[src/rtl/isa_pkg.sv]
// rtl/isa_pkg.sv - opcode constants, flag indices and writeback state encoding
package isa_pkg;

    localparam logic [4:0] OP_ADD   = 5'b00000;
    localparam logic [4:0] OP_MUL   = 5'b00011;
    localparam logic [4:0] OP_DIV   = 5'b00100;
    localparam logic [4:0] OP_LOAD  = 5'b01011;
    localparam logic [4:0] OP_STORE = 5'b01100;
    localparam logic [4:0] OP_JMP   = 5'b01101;
    localparam logic [4:0] OP_NOP   = 5'b01111;
    localparam logic [4:0] OP_CMP   = 5'b11001;
    localparam logic [4:0] OP_HALT  = 5'b11111;

    // Bit positions inside the architectural flags word {zero,carry,ac,parity}
    localparam int FLAG_ZERO   = 3;
    localparam int FLAG_CARRY  = 2;
    localparam int FLAG_AC     = 1;
    localparam int FLAG_PARITY = 0;

    typedef enum logic [1:0] {
        ST_IDLE     = 2'd0,
        ST_WRITE_HI = 2'd1,
        ST_HALTED   = 2'd2
    } wb_state_e;

    typedef struct packed {
        logic reg_wr;
        logic dual_wr;
        logic mem_wr;
        logic flag_upd;
        logic halt;
    } wb_class_t;

endpackage

[src/rtl/wb_decode.sv]
// rtl/wb_decode.sv - opcode to writeback class decoder (combinational)
module wb_decode
    import isa_pkg::*;
(
    input  logic [4:0] opcode,
    output wb_class_t  cls
);

    always_comb begin
        cls = '0;
        case (opcode) inside
            5'b00000, 5'b00001, 5'b00010,
            [5'b00101:5'b01010],
            [5'b10000:5'b10101]: begin
                cls.reg_wr   = 1'b1;
                cls.flag_upd = 1'b1;
            end
            OP_LOAD: cls.reg_wr = 1'b1;
            OP_MUL, OP_DIV: begin
                cls.reg_wr   = 1'b1;
                cls.dual_wr  = 1'b1;
                cls.flag_upd = 1'b1;
            end
            OP_STORE: cls.mem_wr   = 1'b1;
            OP_CMP:   cls.flag_upd = 1'b1;
            OP_HALT:  cls.halt     = 1'b1;
            // jumps, branches and unlisted opcodes retire with no side effect
            default:  cls = '0;
        endcase
    end

endmodule

[src/rtl/writeback_stage.sv]
// rtl/writeback_stage.sv - registered writeback stage with dual-write mul/div and halt
module writeback_stage
    import isa_pkg::*;
#(
    parameter int COUNT_W = 16
) (
    input  logic               clk,
    input  logic               reset,
    input  logic               valid_in,
    output logic               ready_out,
    input  logic [4:0]         opcode,
    input  logic [2:0]         rd,
    input  logic [3:0]         mem_addr,
    input  logic [15:0]        result,
    input  logic               zero_in,
    input  logic               carry_in,
    input  logic               ac_in,
    input  logic               parity_in,
    output logic               rf_we,
    output logic [2:0]         rf_waddr,
    output logic [7:0]         rf_wdata,
    output logic               mem_we,
    output logic [3:0]         mem_waddr,
    output logic [7:0]         mem_wdata,
    output logic [3:0]         flags_q,
    output logic               halted,
    output logic [COUNT_W-1:0] instr_count
);

    wb_state_e state_q, state_d;
    wb_class_t cls;
    logic      accept;

    logic               rf_we_q, rf_we_d;
    logic [2:0]         rf_waddr_q, rf_waddr_d;
    logic [7:0]         rf_wdata_q, rf_wdata_d;
    logic               mem_we_q, mem_we_d;
    logic [3:0]         mem_waddr_q, mem_waddr_d;
    logic [7:0]         mem_wdata_q, mem_wdata_d;
    logic [3:0]         flags_d;
    logic               halted_q, halted_d;
    logic [COUNT_W-1:0] count_q, count_d;
    logic [2:0]         hi_rd_q, hi_rd_d;
    logic [7:0]         hi_byte_q, hi_byte_d;

    wb_decode u_decode (
        .opcode (opcode),
        .cls    (cls)
    );

    assign ready_out = (state_q == ST_IDLE);
    assign accept    = valid_in && ready_out;

    always_ff @(posedge clk) begin
        if (reset) begin
            state_q     <= ST_IDLE;
            rf_we_q     <= 1'b0;
            rf_waddr_q  <= '0;
            rf_wdata_q  <= '0;
            mem_we_q    <= 1'b0;
            mem_waddr_q <= '0;
            mem_wdata_q <= '0;
            flags_q     <= '0;
            halted_q    <= 1'b0;
            count_q     <= '0;
            hi_rd_q     <= '0;
            hi_byte_q   <= '0;
        end else begin
            state_q     <= state_d;
            rf_we_q     <= rf_we_d;
            rf_waddr_q  <= rf_waddr_d;
            rf_wdata_q  <= rf_wdata_d;
            mem_we_q    <= mem_we_d;
            mem_waddr_q <= mem_waddr_d;
            mem_wdata_q <= mem_wdata_d;
            flags_q     <= flags_d;
            halted_q    <= halted_d;
            count_q     <= count_d;
            hi_rd_q     <= hi_rd_d;
            hi_byte_q   <= hi_byte_d;
        end
    end

    always_comb begin
        state_d = state_q;
        case (state_q)
            ST_IDLE: begin
                if (accept) begin
                    if (cls.halt)         state_d = ST_HALTED;
                    else if (cls.dual_wr) state_d = ST_WRITE_HI;
                end
            end
            ST_WRITE_HI: state_d = ST_IDLE;
            ST_HALTED:   state_d = ST_HALTED;
            default:     state_d = ST_IDLE;
        endcase
    end

    // Address/data hold their last value between strobes; only the strobes pulse.
    always_comb begin
        rf_we_d     = 1'b0;
        rf_waddr_d  = rf_waddr_q;
        rf_wdata_d  = rf_wdata_q;
        mem_we_d    = 1'b0;
        mem_waddr_d = mem_waddr_q;
        mem_wdata_d = mem_wdata_q;
        flags_d     = flags_q;
        halted_d    = halted_q;
        count_d     = count_q;
        hi_rd_d     = hi_rd_q;
        hi_byte_d   = hi_byte_q;
        if (state_q == ST_WRITE_HI) begin
            rf_we_d    = 1'b1;
            rf_waddr_d = hi_rd_q;
            rf_wdata_d = hi_byte_q;
        end else if (accept) begin
            count_d = count_q + {{(COUNT_W-1){1'b0}}, 1'b1};
            if (cls.reg_wr) begin
                rf_we_d    = 1'b1;
                rf_waddr_d = rd;
                rf_wdata_d = result[7:0];
            end
            if (cls.dual_wr) begin
                hi_rd_d   = rd + 3'd1;
                hi_byte_d = result[15:8];
            end
            if (cls.mem_wr) begin
                mem_we_d    = 1'b1;
                mem_waddr_d = mem_addr;
                mem_wdata_d = result[7:0];
            end
            if (cls.flag_upd) begin
                flags_d[FLAG_ZERO]   = zero_in;
                flags_d[FLAG_CARRY]  = carry_in;
                flags_d[FLAG_AC]     = ac_in;
                flags_d[FLAG_PARITY] = parity_in;
            end
            if (cls.halt) halted_d = 1'b1;
        end
    end

    assign rf_we       = rf_we_q;
    assign rf_waddr    = rf_waddr_q;
    assign rf_wdata    = rf_wdata_q;
    assign mem_we      = mem_we_q;
    assign mem_waddr   = mem_waddr_q;
    assign mem_wdata   = mem_wdata_q;
    assign halted      = halted_q;
    assign instr_count = count_q;

endmodule
[config.mk]
export PLATFORM = sky130hd
export DESIGN_NAME = writeback_stage
export DESIGN_NICKNAME = d
export VERILOG_FILES = /design/src/rtl/isa_pkg.sv /design/src/rtl/wb_decode.sv /design/src/rtl/writeback_stage.sv
export SDC_FILE = /design/constraint.sdc
export NUM_CORES = 1
export LEC_CHECK = 0
export BUFFER_PORTS_ARGS = -buffer_cell sky130_fd_sc_hd__buf_4
export CORE_AREA = 2 2 83 85
export CTS_CLUSTER_SIZE = 30
export DETAILED_ROUTE_END_ITERATION = 10
export DIE_AREA = 0 0 85 87
export PLACE_DENSITY = 0.75
export RECOVER_POWER = 100
export SLEW_MARGIN = 5
export SYNTH_ARGS = -nofsm -noshare
export SYNTH_HDL_FRONTEND = slang
export SYNTH_SLANG_ARGS = --single-unit
[constraint.sdc]
create_clock -name clk -period 2.4 [get_ports clk]
set_input_delay 0.48 -clock clk [delete_from_list [all_inputs] [get_ports clk]]
set_output_delay 0.48 -clock clk [all_outputs]
set_load 0.03 [all_outputs]
Word-level counts from Yosys, hierarchy flattened --
Cells that the tools add are included.
Storage, ports and cells: bits in registers 59, logic and storage cells 83
Operators by class: muxes and demuxes 34, reductions and logical operators 17, bitwise logic cells 2, $lt $le $gt $ge 4, equality and inequality tests 12, $add $sub $neg 2
Operators with widths (count):
- $mux W1 | 24
- $mux W8 | 3
- $add A16 B1 Y16 const B | 1
- $reduce_and A3 Y1 | 4
- $eq A5 B2 Y1 const B | 2
- $eq A5 B4 Y1 const B | 2
- $eq A5 B5 Y1 const B | 2
- $mux W3 | 3
- $mux W2 | 3
- $reduce_and A2 Y1 | 3
- $eq A5 B1 Y1 const B | 1
- $eq A5 B3 Y1 const B | 1
- $ge A5 B3 Y1 const B | 1
- $ge A5 B5 Y1 const B | 1
- $le A5 B4 Y1 const B | 1
- $le A5 B5 Y1 const B | 1
- $logic_not A5 Y1 | 1
- $reduce_or A5 Y1 | 1
- $pmux W2 S2 | 1
- $reduce_bool A2 Y1 | 2
- $add A3 B1 Y3 const B | 1
- $logic_and A1 B1 Y1 | 3
- $ne A3 B1 Y1 const B | 1
- $reduce_or A3 Y1 | 1
- 6 further kinds | 7

Logic depth before layout (Yosys ltp) --
depth after elaboration 10, gate-level depth with buffers 6, gate-level depth less buffers 5

Hierarchy --
From an unflattened synthesis, not the netlist that was laid out.
Second synthesis, totals: cell total of the unflattened synthesis 281, area, all modules 2471.1 µm²
By module, submodules not included:
- writeback_stage | times used 1, cells each 266, area an instance 2371.0 µm², seq. area each 1181.1 µm²
- wb_decode | times used 1, cells each 15, area an instance 100.1 µm², seq. area each 0.0 µm²

Worst setup path before layout --
No wires, ideal clock.
path type input-to-reg, from input valid_in, to register count_q[15], in the netlist instr_count[15], data required time 2279 ps, stages 5, path buffers 1, slack 401 ps, data arrival time 1878 ps, cell sequence or3b_1 buf_6 or3_4 nor4_1 mux2_2
Between the ends: longest elaborated chain between the ends 2
Ends and longest elaborated chain:
- start: declaration | RTL line writeback_stage.sv:9 | input logic valid_in,
- $logic_and A1 B1 Y1 | RTL line writeback_stage.sv:52 | assign accept = valid_in && ready_out;
- $reduce_and A2 Y1 (no line)
- end signal: assignment | RTL line writeback_stage.sv:78 | count_q <= count_d;
- end: declaration | RTL line writeback_stage.sv:42 | logic [COUNT_W-1:0] count_q, count_d;
Every way passes these cells. A chain may end at the register's enable or synchronous reset.

Final worst setup path --
from register state_q[1], to register hi_byte_q[7]
Between the ends: longest elaborated chain between the ends 3
Ends and longest elaborated chain:
- start: declaration | RTL line writeback_stage.sv:30 | wb_state_e state_q, state_d;
- start signal: assignment | RTL line writeback_stage.sv:69 | state_q <= state_d;
- $eq A2 B1 Y1 / $logic_not A2 Y1 (equally long branches) | RTL line writeback_stage.sv:112, writeback_stage.sv:51
- $not A1 Y1 (no line) / $logic_and A1 B1 Y1 (equally long branches)
- $reduce_and A3 Y1 (no line) (*)
- end signal: assignment | RTL line writeback_stage.sv:80 | hi_byte_q <= hi_byte_d;
- end: declaration | RTL line writeback_stage.sv:44 | logic [7:0] hi_byte_q, hi_byte_d;
Mark *: on every way between the ends. The rest lies on a longest branch, timed or not.

==> flow_summary.ini <==
[power_and_ir_drop]
swShare_pct = 25.5
comb_power_share_pct = 11.3
seq_power_share_pct = 48.6
p_clk_share_pct = 40.1
p_sw_uw = 538
p_int_uw = 1580
power.leakage_uw = 0.00124
vdd_drop_max_v = 0.000316
power_density_mw_per_mm2 = 669

[timing]
final-setup-viol-count = 0
fin_skew_ns = 0.00796
drv_slew = 0
grt_setup_unrepaired = false
hold_slack_ns = 0.349
relSlewSlack_pct = 44.0
max_freq_mhz = 496
worst_slew_pin_slew_ns = 0.839
final-hold-violation-count = 0
fin_crit_sh_pct = 84.0
fin_crit_ns = 2.02
fin_tns_setup_ns = 0

[die]
initial_core_util_pct = 38.2
dieArea_mm2 = 0.00740
io_pins = 82
core_mm2 = 0.00657
die_y_um = 87
rows = 30
die_x_um = 85

[critical_path]
cpPeakStageDelay_ns = 0.40
worstPathCellList = or3b_1 -> clkbuf_1 -> a2111oi_0 -> buf_4 -> mux2i_1 -> nor2_1
worst_path_max_delay_cell = or3b_1
startpoint = state_q[1]
end_kind = register
crit_path_max_fanout = 13
crit_path_start_kind = register
reg2reg_from = state_q[1]
cp.required_ns = 2.59
critPathArrivalTime_ns = 2.21
path_class = register to register

[clock_tree]
path_clk_slew_ns = 0.06
cts_buffer_depth = 2
cts_made_buffers = 9
cts.sinks = 59
cts_setup_buffers = 0
cts_tree = built
htreeDepth = 3
cts_resized = 0
clock_latency_ns = 0.33
ctsRootBufferMaster = clkbuf_8
cts.hold.buffers_added = 0

[logic_synthesis]
async_flop_share_pct = 0
yosys-top-cells-area = dfxtp_1, mux2i_1, nor2_1
synth_most_common_cell = dfxtp_1
synth_top_family_by_area = simple AND/OR/NAND/NOR gates
netlist_instances = 259
synth-xor-area-share_pct = 3.84
yosysTopAreaCellShare_pct = 47.1
synth-simple-area-share_pct = 20.7
synthFlopType = dfxtp_1
netlist-cell-type-count = 38
yosysTopAreaCell = dfxtp_1
synth_mux_area_share_pct = 15.3
avgSynthCellArea_um2 = 9.68
synth_seq_cells = 59
synth_edf_count = 0
yosys_warnings = 0
synth_common_cells = dfxtp_1, nor2_1, mux2i_1
synth_compound_area_share_pct = 8.78
ys_seq_area_share_pct = 47.1
synth_nets = 296
yosys.area_share.adder_pct = 0.998
synth_area_mm2 = 0.00251

[global_routing]
grt_pass1_wl_mm = 9.25
antenna_found_initial = 0
grt_max_degree = 51
grt_pass1_vias = 2007
grt.total_usage_pct = 16.1
grt_overflow = 0

[min_path]
hp-class = primary input to register
worstHoldStart = rd[0]

[placed_design]
hpwl_mm = 4.20
numPortBuffers = 81
gp_congestion = 0.740

[finish]
syn_to_final_growth_pct = 26.0
diodes = 0
drive_above_1_share_pct = 15.9
nets = 381

[routing]
vias = 2176
first_iter_violations = 68
dr.pass1.iters = 4
wire_per_inst_um = 13.7
antenna_left = 0
drc = 0
routed_via_density = 5.10
wirelength_mm = 5.86

[run]
max_cap_viol_count = 0

[outcome]
status = complete, no violations
==> critical path: cells and delay by family (launching register included) <==
kind                   cells  cell delay [ns]
buffers and inverters      2             0.53
flip-flops                 1             0.36
multiplexers               1             0.21
AO/OA/AOI/OAI              1             0.33
AND/OR/NAND/NOR            2             0.46
==> logic make-up (layout without fill, tap and decap cells) <==
kind of cell,after synthesis,after routing
multiplexers,38,38
AO/OA/AOI/OAI,28,28
adder cells (fa/ha/maj),2,2
buffers and inverters,17,105
XOR/XNOR,11,11
flip-flops,59,59
AND/OR/NAND/NOR,104,104
==> state kept, by name, summed over array words and instances, names as in the netlist, 2 cells and up <==
signal	cells
rf_waddr	3
rf_wdata	8
state_q	2
mem_waddr	4
instr_count	16
hi_byte_q	8
flags_q	4
mem_wdata	8
hi_rd_q	3
==> power groups by stage <==
stage | clock network, uW | logic [uW] | registers, uW
floorplan | 0 | 99.7 | 1100
global placement | 0 | 265 | 1050
detailed placement | 0 | 271 | 1050
CTS | 886 | 271 | 1030
global route | 933 | 259 | 1030
finish | 848 | 238 | 1030
==> cell usage in the layout (no fill, tap or decap), types with 3 or more instances in the layout <==
cell	n
dfxtp_1	59
clkbuf_1	52
nor2_1	50
mux2i_1	36
buf_4	36
clkbuf_8	13
a211oi_1	12
nand2_1	10
nand2b_1	8
nand4_1	8
a21oi_1	7
xor2_1	6
nand3_1	5
xnor2_1	5
nor2b_1	4
nor4_1	4
inv_1	3
==> path summary, 6_finish.rpt <==
path	endpoint	slack [ns]	cells after the start
worst max register to register	hi_byte_q[7]	0.38	6
worst min-delay path	hi_rd_q[0]	0.35	2
worst max-delay path	hi_byte_q[7]	0.38	6
worst min register to register	flags_q[3]	0.47	2
==> layout make-up <==
cell class	instances	area, um2
well taps	80	100
multi-input cells	183	1210
repair buffers	88	465
clock inverters	1	7.51
inverters	3	11.3
flip-flops and latches	59	1180
clock buffers	13	179
fillers	687	3410
==> metrics by stage <==
stage | instances | util, % | area, um2 | total power [uW] | worst slack, ns
2_1_floorplan | 259 | - | 2510 | 1200 | 0.401
3_3_place_gp | 413 | 48.7 | 3200 | 1310 | 0.367
3_5_place_dp | 413 | 48.7 | 3200 | 1320 | 0.315
4_1_cts | 427 | 51.5 | 3380 | 2180 | 0.520
5_1_grt | 427 | 48.1 | 3160 | 2220 | 0.222
6_report | 427 | 48.1 | 3160 | 2110 | 0.383
==> routing by layer <==
layer,vias up,track usage (%),part of all wire (%)
met5,-,0,0
met4,0,6.64,1.1
met3,6,8.15,8.7
met2,74,25.3,47
met1,1015,18.6,43
li1,1081,-,-
No activity file was read; power rests on OpenSTA's default activity.
